**config.mk**
```make
export PLATFORM = sky130hd
export DESIGN_NAME = floor_request_latch_flat
export DESIGN_NICKNAME = d
export VERILOG_FILES = /design/src/rtl/floor_request_latch_pkg.sv /design/src/rtl/floor_request_latch_if.sv /design/src/rtl/floor_request_latch_debounce.sv /design/src/rtl/floor_request_latch.sv /design/src/flat_wrapper.sv
export SDC_FILE = /design/constraint.sdc
export NUM_CORES = 1
export LEC_CHECK = 0
export BUFFER_PORTS_ARGS = -buffer_cell sky130_fd_sc_hd__buf_2
export CELL_PAD_IN_SITES_DETAIL_PLACEMENT = 0
export CELL_PAD_IN_SITES_GLOBAL_PLACEMENT = 1
export CORE_ASPECT_RATIO = 0.75
export CORE_MARGIN = 2
export CORE_UTILIZATION = 51
export DETAILED_ROUTE_END_ITERATION = 10
export PLACE_DENSITY_LB_ADDON = 0.1
export SLEW_MARGIN = 20
export SYNTH_ARGS = -nofsm -noshare
export SYNTH_HDL_FRONTEND = slang
export SYNTH_SLANG_ARGS = --single-unit
```
**constraint.sdc**
```tcl
create_clock -name clk -period 5.35 [get_ports clk]
set_input_delay 1.07 -clock clk [delete_from_list [all_inputs] [get_ports clk]]
set_output_delay 1.07 -clock clk [all_outputs]
set_load 0.02 [all_outputs]
```
**src/rtl/floor_request_latch_pkg.sv**
```systemverilog
// Shared elevator constants: floor count, floor encoding limits and travel direction codes.
package elevator_pkg;

  localparam int NUM_FLOORS = 6;

  localparam logic [2:0] FLOOR_MIN = 3'd1;
  localparam logic [2:0] FLOOR_MAX = 3'd6;

  localparam logic DIR_UP   = 1'b0;
  localparam logic DIR_DOWN = 1'b1;

  // Out-of-range car positions are pinned to the nearest real floor.
  function automatic logic [2:0] clamp_floor(input logic [2:0] f);
    if (f < FLOOR_MIN) return FLOOR_MIN;
    if (f > FLOOR_MAX) return FLOOR_MAX;
    return f;
  endfunction

endpackage

```
**src/rtl/floor_request_latch_if.sv**
```systemverilog
// Button bus and request handshake between the floor request latch and the elevator controller.
interface floor_request_latch_if;
  import elevator_pkg::*;

  logic [NUM_FLOORS-1:0] in;
  logic [2:0]            cur_floor;
  logic                  dir;
  logic                  serve_ack;
  logic [2:0]            serve_floor;
  logic [NUM_FLOORS-1:0] pending;
  logic                  req_valid;
  logic [2:0]            req_floor;

  modport master (
    output in, cur_floor, dir, serve_ack, serve_floor,
    input  pending, req_valid, req_floor
  );

  modport slave (
    input  in, cur_floor, dir, serve_ack, serve_floor,
    output pending, req_valid, req_floor
  );

endinterface

```
**src/rtl/floor_request_latch_debounce.sv**
```systemverilog
// One floor button: two-flop synchroniser, debounce counter and stable state.
// press pulses combinationally on the edge where the stable state goes 0 -> 1.
module button_debounce #(
  parameter int DEBOUNCE_CYCLES = 1000,
  parameter int CNT_W           = 10
) (
  input  logic clk,
  input  logic reset,
  input  logic din,
  output logic press
);

  logic             sync_q0;
  logic             sync_q1;
  logic             stable;
  logic [CNT_W-1:0] cnt;
  logic             at_limit;

  assign at_limit = (cnt == CNT_W'(DEBOUNCE_CYCLES - 1));
  assign press    = !stable && sync_q1 && at_limit;

  always_ff @(posedge clk or posedge reset) begin
    if (reset) begin
      sync_q0 <= 1'b0;
      sync_q1 <= 1'b0;
      stable  <= 1'b0;
      cnt     <= '0;
    end else begin
      sync_q0 <= din;
      sync_q1 <= sync_q0;
      if (sync_q1 == stable) begin
        cnt <= '0;
      end else if (at_limit) begin
        stable <= sync_q1;
        cnt    <= '0;
      end else begin
        cnt <= cnt + 1'b1;
      end
    end
  end

endmodule

```
**src/rtl/floor_request_latch.sv**
```systemverilog
// Latches debounced floor presses, clears them on controller ack, and registers the
// next target floor chosen by a direction-aware scan of the pending set.
module floor_request_latch
  import elevator_pkg::*;
#(
  parameter int DEBOUNCE_CYCLES = 1000,
  parameter int CNT_W           = 10
) (
  input  logic                  clk,
  input  logic                  reset,
  floor_request_latch_if.slave  bus
);

  logic [NUM_FLOORS-1:0] press;
  logic [NUM_FLOORS-1:0] clr;
  logic [NUM_FLOORS-1:0] pending_r;
  logic [NUM_FLOORS-1:0] pending_nxt;
  logic                  ack_ok;
  logic                  req_valid_r;
  logic [2:0]            req_floor_r;
  logic [2:0]            cf;
  logic [2:0]            ge_lowest;
  logic [2:0]            gt_lowest;
  logic [2:0]            le_highest;
  logic [2:0]            lt_highest;
  logic [2:0]            sel_floor;

  for (genvar g = 0; g < NUM_FLOORS; g++) begin : g_btn
    button_debounce #(
      .DEBOUNCE_CYCLES(DEBOUNCE_CYCLES),
      .CNT_W          (CNT_W)
    ) u_db (
      .clk  (clk),
      .reset(reset),
      .din  (bus.in[g]),
      .press(press[g])
    );
  end

  assign ack_ok = bus.serve_ack && (bus.serve_floor >= FLOOR_MIN) && (bus.serve_floor <= FLOOR_MAX);

  // Press is OR-ed in after the clear so a same-edge press beats an ack.
  always_comb begin
    clr = '0;
    for (int i = 0; i < NUM_FLOORS; i++) begin
      if (ack_ok && (bus.serve_floor == 3'(i + 1))) clr[i] = 1'b1;
    end
    pending_nxt = (pending_r & ~clr) | press;
  end

  always_comb begin
    cf         = clamp_floor(bus.cur_floor);
    ge_lowest  = '0;
    gt_lowest  = '0;
    le_highest = '0;
    lt_highest = '0;
    for (int i = NUM_FLOORS - 1; i >= 0; i--) begin
      if (pending_r[i] && (3'(i + 1) >= cf)) ge_lowest = 3'(i + 1);
      if (pending_r[i] && (3'(i + 1) >  cf)) gt_lowest = 3'(i + 1);
    end
    for (int i = 0; i < NUM_FLOORS; i++) begin
      if (pending_r[i] && (3'(i + 1) <= cf)) le_highest = 3'(i + 1);
      if (pending_r[i] && (3'(i + 1) <  cf)) lt_highest = 3'(i + 1);
    end
    if (bus.dir == DIR_DOWN) begin
      sel_floor = (le_highest != 3'd0) ? le_highest : gt_lowest;
    end else begin
      sel_floor = (ge_lowest != 3'd0) ? ge_lowest : lt_highest;
    end
  end

  always_ff @(posedge clk or posedge reset) begin
    if (reset) begin
      pending_r   <= '0;
      req_valid_r <= 1'b0;
      req_floor_r <= '0;
    end else begin
      pending_r   <= pending_nxt;
      req_valid_r <= |pending_r;
      req_floor_r <= sel_floor;
    end
  end

  assign bus.pending   = pending_r;
  assign bus.req_valid = req_valid_r;
  assign bus.req_floor = req_floor_r;

endmodule
```
**src/flat_wrapper.sv**
```systemverilog
// flat-port wrapper written by rule: the top's interface ports become plain ports
module floor_request_latch_flat import elevator_pkg::*;
#(
  parameter int DEBOUNCE_CYCLES = 1000,
  parameter int CNT_W           = 10
)
  (clk, reset, bus_in, bus_cur_floor, bus_dir, bus_serve_ack, bus_serve_floor, bus_pending, bus_req_valid, bus_req_floor);
  floor_request_latch_if bus_i ();
  input  logic clk;
  input  logic reset;
  input wire logic [$bits(bus_i.in)-1:0] bus_in;
  input wire logic [$bits(bus_i.cur_floor)-1:0] bus_cur_floor;
  input wire logic [$bits(bus_i.dir)-1:0] bus_dir;
  input wire logic [$bits(bus_i.serve_ack)-1:0] bus_serve_ack;
  input wire logic [$bits(bus_i.serve_floor)-1:0] bus_serve_floor;
  output wire logic [$bits(bus_i.pending)-1:0] bus_pending;
  output wire logic [$bits(bus_i.req_valid)-1:0] bus_req_valid;
  output wire logic [$bits(bus_i.req_floor)-1:0] bus_req_floor;
  assign bus_i.in = bus_in;
  assign bus_i.cur_floor = bus_cur_floor;
  assign bus_i.dir = bus_dir;
  assign bus_i.serve_ack = bus_serve_ack;
  assign bus_i.serve_floor = bus_serve_floor;
  assign bus_pending = bus_i.pending;
  assign bus_req_valid = bus_i.req_valid;
  assign bus_req_floor = bus_i.req_floor;
  floor_request_latch #(.DEBOUNCE_CYCLES(DEBOUNCE_CYCLES), .CNT_W(CNT_W)) u_core (.clk(clk), .reset(reset), .bus(bus_i));
endmodule
```
# --- Word level (Yosys, flattened, before mapping) ---
# Index checks and enable logic that the tools add are counted.
word_totals:
  regBits: 88
  latchBits: 0
  mem_bits_rw: 0
  mem_bits_ro: 0
  in_bits: 16
  output_inout_bits: 10
  elab_cells: 199
  mem_count: 0
op_classes:
  addsub: 6
  mul: 0
  div: 0
  n_lt_le_gt_ge: 28
  eq_ne: 18
  shift: 0
  n_mux: 52
  bitwise: 9
  reduce_logical: 59
ops:
  columns: ["cell", "count"]
  rows:
  - ["$mux 10", 12]
  - ["$mux 3", 25]
  - ["$add 10x1->10 const B", 6]
  - ["$eq 10x10->1 const B", 6]
  - ["$logic_and 1x1->1", 44]
  - ["$reduce_and 2->1", 6]
  - ["$mux 1", 11]
  - ["$eq 3x3->1 const B", 3]
  - ["$ge 3x3->1 const A", 3]
  - ["$gt 3x3->1 const A", 3]
  - ["$le 3x3->1 const A", 3]
  - ["$lt 3x3->1 const A", 3]
  - ["$mux 2", 4]
  - ["$and 6x6->6", 1]
  - ["$eq 1x1->1", 6]
  - ["$eq 3x2->1 const B", 2]
  - ["$ge 2x3->1 const A", 2]
  - ["$gt 2x3->1 const A", 2]
  - ["$le 2x3->1 const A", 2]
  - ["$logic_not 1->1", 6]
  - ["$lt 2x3->1 const A", 2]
  - ["$not 1->1", 6]
  - ["$not 6->6", 1]
  - ["$or 6x6->6", 1]
  - ["other kinds (11)", 12]

# --- Depth between registers and ports, before layout ---
# Gate-level depths: netlist of run 1.
depth:
  depth_word: 16
  depth_mapped: 7

# --- Hierarchy ---
# A second synthesis of run 1 with hierarchy kept.
unflattened:
  hier_cells: 496
  area_unflattened_um2: 4644.5
by_module_without_submodules:
  columns: ["mod", "n_inst", "cells_each", "area_each_um2", "seq_area_each_um2"]
  rows:
  - ["button_debounce", 6, 64, 630.6, 325.3]
  - ["floor_request_latch", 1, 112, 860.8, 250.2]

# --- Worst setup path before layout of run 1 ---
# Ideal clock, no wire load.
synth_path:
  path_type: "input -> register"
  start: "input port bus_cur_floor[2]"
  end: "register u_core.req_floor_r[1] (netlist: u_core.bus.req_floor[1])"
  setup_ps: 126
  t_arrival_ps: 2045
  slack_ps: 3179
  stages: 6
  path_buffers: 1
  path_cell_list: "buf_4 > a21boi_1 > o21ai_1 > and2_1 > o21ba_1 > o32a_1"
synth_via:
  elab_chain_len: 16
  word_cells_on_any_way: 82
  cone_classes: "25 x order compare; 32 x mux; 25 x reduce/logical"
synth_lines:
  columns: ["element", "line_no", "rtl"]
  rows:
  - ["from (decl)", "flat_wrapper.sv:12", "input wire logic [$bits(bus_i.cur_floor)-1:0] bus_cur_floor;"]
  - ["$gt 3x3->1", "floor_request_latch_pkg.sv:15", "if (f > FLOOR_MAX) return FLOOR_MAX;"]
  - ["$mux 1 (2 in a row)", "floor_request_latch_pkg.sv:15", null]
  - ["$mux 3", "floor_request_latch_pkg.sv:16", "return f;"]
  - ["$mux 3 *", "floor_request_latch_pkg.sv:15", null]
  - ["$ge 3x3->1 / $le 1x3->1 (equally long branches)", "floor_request_latch.sv:58, floor_request_latch.sv:62", null]
  - ["$logic_and 1x1->1, on equally long branches", "floor_request_latch.sv:58, floor_request_latch.sv:62", null]
  - ["$mux 3 / $mux 1 (equally long branches)", "floor_request_latch.sv:58, floor_request_latch.sv:62", null]
  - ["$mux 3 / $mux 2 (equally long branches) (2 in a row)", "floor_request_latch.sv:58, floor_request_latch.sv:62", null]
  - ["$mux 3, on equally long branches (3 in a row)", "floor_request_latch.sv:58, floor_request_latch.sv:62", null]
  - ["$reduce_bool 3->1, on equally long branches", "floor_request_latch.sv:68, floor_request_latch.sv:66", null]
  - ["$mux 3, on equally long branches", "floor_request_latch.sv:68, floor_request_latch.sv:66", null]
  - ["$mux 3 *", "floor_request_latch.sv:65", "if (bus.dir == DIR_DOWN) begin"]
  - ["net u_core.sel_floor[1]", "floor_request_latch.sv:26", "logic [2:0] sel_floor;"]
  - ["to (signal assigned)", "floor_request_latch.sv:80", "req_floor_r <= sel_floor;"]
  - ["to (decl)", "floor_request_latch.sv:20", "logic [2:0] req_floor_r;"]
# The timed path passes the listed nets; every way through them passes the cells marked *. The select of a mux whose other input is x is not followed.
# A chain may end at the register's enable or synchronous reset.

# --- Worst setup path in the final report of run 1 ---
layout_path:
  start: "register u_core.pending_r[1] (netlist: u_core.bus.pending[1])"
  end: "output port bus_pending[1]"
layout_lines:
  columns: ["element", "line_no", "rtl"]
  rows:
  - ["from (decl)", "floor_request_latch.sv:16", "logic [NUM_FLOORS-1:0] pending_r;"]
  - ["from (signal assigned)", "floor_request_latch.sv:78", "pending_r <= pending_nxt;"]
  - ["to (decl)", "flat_wrapper.sv:16", "output wire logic [$bits(bus_i.pending)-1:0] bus_pending;"]
# No word-level cell between the ends.

==> results of run 1 <==
## Yosys cell counts, types with 2 or more instances
cell and n:
nand4_1 12, nand3b_1 2, and2_1 8, nor2b_1 4, xor2_1 18, mux2_1 6
inv_1 16, nand2_1 21, clkbuf_1 6, nor2_1 95, or2_1 6, o21ai_1 7
nand3_1 30, xnor2_1 30, a22o_1 6, and3_1 6, buf_6 3, nand2b_1 2
a21boi_1 2, buf_2 4, dfrtp_1 88, a21oi_1 12, nor3_1 6, ha_1 12
o21ai_0 4
## report_power, final
group,leakage [nW],switching [mW],internal (mW)
Sequential,1.18,0.00959,0.681
Combinational,0.754,0.0464,0.0241
Clock,0.121,0.237,0.311
Total,2.06,0.293,1.02
## sequential cells by signal, summed over array words and instances (netlist names)
| signal | count |
|---|---|
| u_core.g_btn.u_db.stable | 6 |
| u_core.bus.req_floor | 3 |
| u_core.bus.pending | 6 |
| u_core.g_btn.u_db.cnt | 60 |
| u_core.g_btn.u_db.sync_q1 | 6 |
| u_core.bus.req_valid | 1 |
| u_core.g_btn.u_db.sync_q0 | 6 |
## stage by stage
step	util, %	total power, mW	worst slack, ns
after floorplan	-	0.756	2.00
after global placement	55.5	0.774	2.82
after detailed placement	55.5	0.776	2.80
after CTS	58.6	1.33	3.07
after global routing	58.6	1.37	2.99
final	58.6	1.31	3.08
## per-layer routing
layer  global-route usage (%)  part of all wire [%]  vias up
met5                        0                     0        -
met3                     5.57                   4.4        8
met2                     27.6                    43       48
li1                         -                     -     1490
met1                     27.0                    52     1382
met4                     6.33                   1.0        0
## how the worst max path moves through the flow
stage	start	end	slack (ns)	cells after the start
6_report	u_core.bus.pending[1]$_DFF_PP0_	bus_pending[1]	3.08	1
5_1_grt	u_core.bus.pending[1]$_DFF_PP0_	bus_pending[1]	2.99	1
4_1_cts	u_core.bus.pending[1]$_DFF_PP0_	bus_pending[1]	3.07	1
3_5_place_dp	bus_cur_floor[2]	u_core.bus.req_floor[0]$_DFF_PP0_	2.80	6
3_3_place_gp	bus_cur_floor[2]	u_core.bus.req_floor[0]$_DFF_PP0_	2.82	6
2_1_floorplan	reset	u_core.bus.pending[0]$_DFF_PP0_	2.00	1
## logic make-up after synthesis
group	Yosys count
and+or+nand+nor	197
DFF	88
AOI/OAI and AO/OA	48
buffers and inverters	32
muxes	7
adders and majority gates	12
xor gates and xnor gates	48
## final cells by class
type / count / area [um^2] / area share, %
clock inverter: 7 / 119 / 2.54
sequential: 88 / 2200 / 47.1
inverter: 17 / 65.1 / 1.39
timing repair buffer: 26 / 133 / 2.84
multi-input combinational: 312 / 1900 / 40.7
clock buffer: 9 / 124 / 2.65
tap: 105 / 131 / 2.81
==> results.txt, run 1 <==
RD Place Congestion - 0.825
Final Skew - 0.00641 ns
Worst-Margin Slew - 0.845 ns
Crit Path Max Fanout - 12
cell area after layout - 4680 um^2
hold depth - 0
PortBufs - 25
post-synthesis compound-gate area fraction - 8.14%
outcome - complete, no violations
WHS Endpoint - u_core.g_btn[2].u_db.sync_q1$_DFF_PP0_
drc violations - 0
worst reg2reg path endpoint - u_core.bus.req_floor[0]$_DFF_PP0_
Starting Density - 53.3%
Yosys top cell by area - dfrtp_1
Yosys warnings - 0
Worst Hold Class - reg -> reg
die width - 110 um
WS Path Type - reg -> out
Worst setup SP type - register
die span in y - 83.2 um
Post-synth EDFFs - 0
WP buf/inv - 1
initial antenna violation count - 0
first-pass GRT wire length - 13500 um
Yosys top cell area share - 51.7%
Final Hold Viols - 0
minimum hold slack - 0.352 ns
largest net degree at the start of global routing - 69
top_reg_cell synth - dfrtp_1
Nets - 482
Post-Synth XOR/XNOR Area - 9.87%
CTS hold repair buffers - 0
fin crit period - 2.27 ns
Area contributors post-synth - dfrtp_1 52%, nor2_1 8.4%, xnor2_1 6.2%
total wire length - 7610 um
drt wl/cell - 13.5 um
Post-Synth Adder-Cell Area - 3.52%
Clock Latency Late Sink - 0.36 ns
core footprint - 7990 um^2
H-tree depth - 3
fin crit share - 42.4%
Avg Cell Area, Syn - 9.86 um^2
CTS tree - done
fraction of layout cells with a size suffix above 1 - 10.9%
Area Overhead vs Synth - 9.78%
Slew Viols, Final - 0
hold path startpoint - u_core.g_btn[2].u_db.sync_q0$_DFF_PP0_
leakage - 2.06 nW
Reg clk slew, reported paths - 0.08 ns
Achievable Freq - 441 MHz
Peak VDD IR - 194 uV
simple-gate share of the synthesized area - 21.3%
Max Cap Viol - 0
largest family of logic cells by synthesized area - simple AND/OR/NAND/NOR gates
CTS root buffer - clkbuf_8
Post-Synthesis Cells - 432
Max stage delay on crit path - 0.59 ns
cell row count - 28
Post-synth ARST share - 100%
Routed Antenna Nets - 0
DIE AREA - 9110 um^2
DR vias/cell - 5.19
CTS Buffer Depth - 2
# fillers - 717
most common cell after layout, fill and taps aside - nor2_1
CP delay by family, top - flip-flops
# IOs - 26
Post-Syn Nets - 460
number of diodes - 0
Distinct cells, synth - 51
CP max-delay cell - dfrtp_1
TritonRoute pass-1 iters - 4
Post-Route Setup TNS - 0 ns
RSZ-0062 raised after global routing - false
Cell Chain, Critical Path - buf_2
RR Startpoint - u_core.bus.pending[1]$_DFF_PP0_
vias in the first global route - 2959
cell area power density - 280 nW/um^2
path depth of the worst reg2reg path - 5
dpl cell area - 4430 um^2
FF+latch count, synth - 88
total track usage - 18.9%
multiplexer share of the synthesized area - 1.85%
most frequent cells in the layout - 95 x nor2_1, 88 x dfrtp_1, 30 x nand3_1, 30 x xnor2_1, 25 x buf_2
hpwl dp - 5410 um
placed insts - 548
initial drt markers - 136
Worst Path Required - 4.28 ns
final setup violating endpoints - 0
CTS buffer count - 9
Final Non-Filler Cells - 564
reg-to-reg slack, setup - 3.62 ns
Synth Cell Area - 4260 um^2
CTS Sinks - 88
number of setup buffers added after CTS - 0
CP arrival - 1.20 ns
vias - 2928
Seq/Total Area, Yosys - 51.7%
CTS-repair resized insts - 0
gr ovfl total - 0
CP Capture Type - primary output
Slew HR - 43.6%
(Power assumes the default switching activity.)
==> inputs of run 2 (changes only) <==
- CORE_UTILIZATION: 51 -> 47
- clock period: 5.35 -> 2.3 ns (I/O delays scaled with it)
==> run 2 against run 1 <==
Against the previous run: first-iteration DRC count decreased by 4.4%; global-route usage decreased by 1.8 points; design area increased by 1.9%; utilization decreased by 5.2 points; register-to-register slack got worse by 3.1 ns; sequential cell count unchanged; wire length increased by 0.88%.
==> results.txt, run 2 (synthesis results as in run 1) <==
Worst-Margin Slew - 0.395 ns (-0.450 ns)
met1 wire length - 4100 um (+3.8%)
Cell Chain, Critical Path - or3b_1, a21oi_1, o21ai_1, a2111oi_2, o41a_1
H-tree depth - 3 (unchanged)
fraction of layout cells with a size suffix above 1 - 10.7% (-0.22 points)
CTS buffer count - 9 (unchanged)
internal power - 2.55 mW (+150%)
Max Cap Viol - 0 (unchanged)
RSZ-0062 raised after global routing - false
# IOs - 26 (unchanged)
Final Skew - 0.00548 ns (-0.000926 ns)
CTS-repair resized insts - 0 (unchanged)
Reg clk slew, reported paths - 0.06 ns (-0.02 ns)
final setup violating endpoints - 0 (unchanged)
most frequent cells in the layout - 95 x nor2_1, 88 x dfrtp_1, 30 x nand3_1, 30 x xnor2_1, 25 x buf_2
Largest Register - u_core.g_btn.u_db.cnt
number of setup buffers added after CTS - 0 (unchanged)
die width - 114 um (+4.0%)
drc violations - 0 (unchanged)
hpwl dp - 5320 um (-1.7%)
Nets - 482 (unchanged)
most common cell after layout, fill and taps aside - nor2_1
Routed Antenna Nets - 0 (unchanged)
Worst Path Required - 2.57 ns (-1.71 ns)
Max stage delay on crit path - 0.52 ns (-0.07 ns)
CP max-delay cell - dfrtp_1
Post-Route Setup TNS - 0 ns (unchanged)
Clock Power Share - 45.8% (+3.9 points)
Worst setup SP type - register
drt wl/cell - 13.4 um (-0.36%)
Final Hold Viols - 0 (unchanged)
Net Sw Frac - 22.2% (-0.19 points)
WS Path Type - reg -> reg
gr ovfl total - 0 (unchanged)
largest net degree at the start of global routing - 75 (+8.7%)
fin crit period - 1.74 ns
minimum hold slack - 0.0951 ns (-0.257 ns)
initial drt markers - 130 (-4.4%)
cell area power density - 688 nW/um^2 (+150%)
vias - 2928 (unchanged)
core footprint - 8930 um^2 (+12%)
Achievable Freq - 575 MHz
total wire length - 7680 um (+0.88%)
total track usage - 17.1% (-1.8 points)
sequential cell area - 2200 um^2 (unchanged)
sw power - 0.727 mW (+150%)
path depth of the worst reg2reg path - 5 (unchanged)
leakage - 2.09 nW (+1.4%)
CP arrival - 2.01 ns (+0.81 ns)
TritonRoute pass-1 iters - 4 (unchanged)
number of diodes - 0 (unchanged)
CTS Sinks - 88 (unchanged)
CTS tree - done
max FFs per register - 60 (unchanged)
CTS hold repair buffers - 0 (unchanged)
Comb pwr share - 5.1% (-0.3 points)
multi-input logic area - 1900 um^2 (unchanged)
# fillers - 856 (+19%)
Final WS setup - 0.561 ns (-2.52 ns)
pre-CTS WS - 0.337 ns (-2.47 ns)
outcome - complete, no violations
Slew Viols, Final - 0 (unchanged)
DR top layer - met4
Crit Path Max Fanout - 12 (unchanged)
worst reg2reg path endpoint - u_core.bus.req_floor[0]$_DFF_PP0_
Clock Latency Late Sink - 0.34 ns (-0.02 ns)
Peak VDD IR - 457 uV (+140%)
vias in the first global route - 2784 (-5.9%)
CP Capture Type - register
CTS Buffer Depth - 2 (unchanged)
RR Startpoint - u_core.bus.pending[1]$_DFF_PP0_
Met2 Wirelength - 3180 um (-2.4%)
Slew HR - 73.6% (+30 points)
reg-to-reg slack, setup - 0.56 ns (-3.06 ns)
DR vias/cell - 5.13 (-1.2%)
PortBufs - 25 (unchanged)
RD Place Congestion - 0.840 (+1.8%)
DIE AREA - 9850 um^2 (+8.1%)
die span in y - 86.5 um (+4.0%)
fin crit share - 75.6%
CTS root buffer - clkbuf_16
initial antenna violation count - 0 (unchanged)
Seq pwr share - 49.1% (-3.6 points)
Worst Hold Class - in -> async
Area Overhead vs Synth - 11.9%
Starting Density - 47.7% (-5.6 points)
metal3 WL - 302 um (-9.6%)
first-pass GRT wire length - 13100 um (-2.9%)
cell row count - 30 (+7.1%)
## run 2: cell count changes in the layout (fill, tap and decap cells not counted)
cell / delta
clkinv_2: -2
buf_4: -1
clkbuf_1: +1
buf_12: +1
inv_8: -1
clkinvlp_4: +1
bufinv_16: -2
inv_6: +1
clkbuf_16: +9
clkbuf_8: -7
## run 2: power by group through the flow
stage	logic, mW	clock network, mW	registers, mW
after global placement	0.169	0	1.64
after global routing	0.198	1.61	1.61
after detailed placement	0.173	0	1.64
after floorplan	0.122	0	1.64
after CTS	0.173	1.54	1.61
final	0.168	1.50	1.61
## run 2: layer usage
| layer | global-route usage [%] | vias up |
|---|---|---|
| met5 | 0 | - |
| met1 | 24.7 | 1382 |
| met2 | 24.9 | 45 |
| li1 | - | 1492 |
| met4 | 5.99 | 0 |
| met3 | 4.48 | 9 |
## run 2: final cells by class
| type | instances | share of cell area [%] |
|---|---|---|
| Sequential cell | 88 | 46.2 |
| Multi-Input combinational cell | 312 | 39.9 |
| Clock buffer | 12 | 5.38 |
| Timing Repair Buffer | 26 | 3.05 |
| Tap cell | 112 | 2.94 |
| Inverter | 17 | 1.42 |
| Clock inverter | 4 | 1.08 |
## run 2: worst max-delay path by stage
stage                                               start                           endpoint  slack, ns
after floorplan           u_core.bus.pending[3]$_DFF_PP0_  u_core.bus.req_floor[1]$_DFF_PP0_       0.67
after global placement                   bus_cur_floor[2]  u_core.bus.req_floor[0]$_DFF_PP0_       0.38
after detailed placement                 bus_cur_floor[2]  u_core.bus.req_floor[0]$_DFF_PP0_       0.34
after CTS                 u_core.bus.pending[1]$_DFF_PP0_  u_core.bus.req_floor[0]$_DFF_PP0_       0.55
after global routing      u_core.bus.pending[1]$_DFF_PP0_  u_core.bus.req_floor[0]$_DFF_PP0_       0.44
final                     u_core.bus.pending[1]$_DFF_PP0_  u_core.bus.req_floor[0]$_DFF_PP0_       0.56
## run 2: critical path: cells and delay by family, from the launching register on
kind	cells	cell delay, ns
AND/OR/NAND/NOR	1	0.42
flip-flops	1	0.52
AO/OA/AOI/OAI	4	0.74
## run 2: through the flow
step | instances | cell area, um^2 | util [%] | total power, mW
finish | 571 | 4770 | 53.3 | 3.28
global route | 571 | 4770 | 53.3 | 3.42
CTS | 571 | 4770 | 53.3 | 3.33
detailed placement | 555 | 4460 | 49.9 | 1.81
global placement | 555 | 4460 | 49.9 | 1.81
floorplan | 432 | 4260 | - | 1.76
==> inputs of run 3 (changes only) <==
- CORE_UTILIZATION: 47 -> 43
- clock period: 2.3 -> 1.4 ns (I/O delays scaled with it)
==> run 3 against run 2 <==
Against the previous run: the flow now finishes with violations (negative setup slack); count of clock-buffer cells in the layout is 2 lower; sequential power is 65% higher; die area is 8.9% higher; critical path type unchanged; critical endpoint unchanged; largest cell class is now multi-input gates.
==> results.txt, run 3 (synthesis results as in run 1) <==
first-pass GRT wire length - 14600 um (+11%)
Starting Density - 44.1% (-3.6 points)
dpl cell area - 5000 um^2 (+12%)
DIE AREA - 10700 um^2 (+8.9%)
reg-to-reg slack, setup - -0.14 ns (-0.70 ns)
die span in y - 90.2 um (+4.3%)
# IOs - 26 (unchanged)
TritonRoute pass-1 iters - 4 (unchanged)
fin crit share - 110% (+34 points)
most common cell after layout, fill and taps aside - dfrtp_1
vias in the first global route - 3080 (+11%)
Worst setup SP type - register
outcome - finished with violations
Worst Path Required - 1.67 ns (-0.90 ns)
Max stage delay on crit path - 0.39 ns (-0.13 ns)
Achievable Freq - 649 MHz (+13%)
DR vias/cell - 4.94 (-3.6%)
CTS Buffer Depth - 2 (unchanged)
Largest Register - u_core.g_btn.u_db.cnt
CTS buffer count - 9 (unchanged)
CP max-delay cell - dfrtp_2
total wire length - 8580 um (+12%)
gr ovfl total - 0 (unchanged)
Cell Chain, Critical Path - or3b_1, a21oi_1, o21ai_1, a2111oi_2, o41a_1
Nets - 554 (+15%)
Slew Viols, Final - 0 (unchanged)
Area Overhead vs Synth - 35.8%
max FFs per register - 60 (unchanged)
CTS tree - done
total track usage - 16.9% (-0.14 points)
final setup violating endpoints - 3 (+3)
CP arrival - 1.81 ns (-0.20 ns)
initial antenna violation count - 0 (unchanged)
H-tree depth - 3 (unchanged)
Routed Antenna Nets - 0 (unchanged)
failing checks - negative setup slack
CTS root buffer - clkbuf_16
drt wl/cell - 12.9 um (-3.8%)
RSZ-0062 raised after global routing - true
Worst-Margin Slew - 0.328 ns (-0.0679 ns)
Final WS setup - -0.141 ns (-0.702 ns)
largest net degree at the start of global routing - 42 (-44%)
cell row count - 31 (+3.3%)
Final Hold Viols - 0 (unchanged)
RD Place Congestion - 0.853 (+1.6%)
cell area after layout - 5790 um^2 (+21%)
CTS Sinks - 88 (unchanged)
Max Cap Viol - 0 (unchanged)
leakage - 2.43 nW (+17%)
CP delay by family, top - compound AO/OA/AOI/OAI gates
Crit Path Max Fanout - 2 (-10)
PortBufs - 25 (unchanged)
WP buf/inv - 0 (unchanged)
Worst Hold Class - in -> reg
die width - 119 um (+4.4%)
CP Capture Type - register
initial drt markers - 206 (+58%)
Power, Total - 5.25 mW (+60%)
number of diodes - 0 (unchanged)
Slew HR - 78.1% (+4.5 points)
hpwl dp - 5910 um (+11%)
fin util - 59.9% (+6.6 points)
Peak VDD IR - 650 uV (+42%)
core footprint - 9660 um^2 (+8.1%)
Reg clk slew, reported paths - 0.06 ns (about the same)
fin crit period - 1.54 ns (-0.198 ns)
vias - 3278 (+12%)
Clock Latency Late Sink - 0.34 ns (about the same)
Final Skew - 0.00635 ns (+0.000869 ns)
drc violations - 0 (unchanged)
Post-Route Setup TNS - -0.239 ns (-0.239 ns)
WS Path Type - reg -> reg
fraction of layout cells with a size suffix above 1 - 41.8% (+31 points)
cell area power density - 907 nW/um^2 (+32%)
most frequent cells in the layout - 82 x dfrtp_1, 66 x buf_4, 53 x nor2_1
## run 3: layout make-up
class	instances	area (um^2)
Tap cell	132	165
Timing Repair Buffer	98	728
Multi-Input combinational cell	312	2340
Inverter	17	67.6
Fill cell	841	3870
Sequential cell	88	2210
Clock buffer	10	229
Clock inverter	6	43.8
## run 3: final timing paths
path	start	end	cells after the start
max	u_core.bus.pending[1]$_DFF_PP0_	u_core.bus.req_floor[0]$_DFF_PP0_	5
min in group asynchronous	reset	u_core.g_btn[3].u_db.sync_q0$_DFF_PP0_	3
min reg2reg	u_core.g_btn[0].u_db.sync_q0$_DFF_PP0_	u_core.g_btn[0].u_db.sync_q1$_DFF_PP0_	0
max in group asynchronous	reset	u_core.bus.pending[0]$_DFF_PP0_	4
max reg2reg	u_core.bus.pending[1]$_DFF_PP0_	u_core.bus.req_floor[0]$_DFF_PP0_	5
min	bus_in[4]	u_core.g_btn[4].u_db.sync_q0$_DFF_PP0_	1
## run 3: per-layer routing
metal  GRT usage (%)  up-vias  part of all wire, %
li1                -     1634                    -
met1            23.7     1588                   49
met2            25.6       48                   47
met3            4.95        8                  3.3
met4            4.76        0                 0.62
met5               0        -                    0
## run 3: where the power goes
part | switching, mW | total [mW] | internal [mW]
combinational | 0.219 | 0.404 | 0.186
clock | 0.989 | 2.20 | 1.21
sequential | 0.0402 | 2.65 | 2.61
## run 3: what timing repair did
| action | in CTS | in global routing |
|---|---|---|
| gates cloned | 0 | 0 |
| endpoints found under the setup margin | 56 | 67 |
| hold buffers | 1 | 0 |
| pin swaps | 6 | 58 |
| hold endpoints to repair | 10 | 0 |
| setup buffers | 2 | 6 |
| resized for setup | 20 | 92 |
## run 3: through the flow
step,setup WS [ns],hold slack (ns),std cells
final,-0.141,0.0431,663
after global routing,-0.239,0.0217,663
after CTS,-0.138,0.0274,657
after detailed placement,-0.185,0.271,638
after global placement,-0.186,0.263,638
after floorplan,-0.135,0.311,432
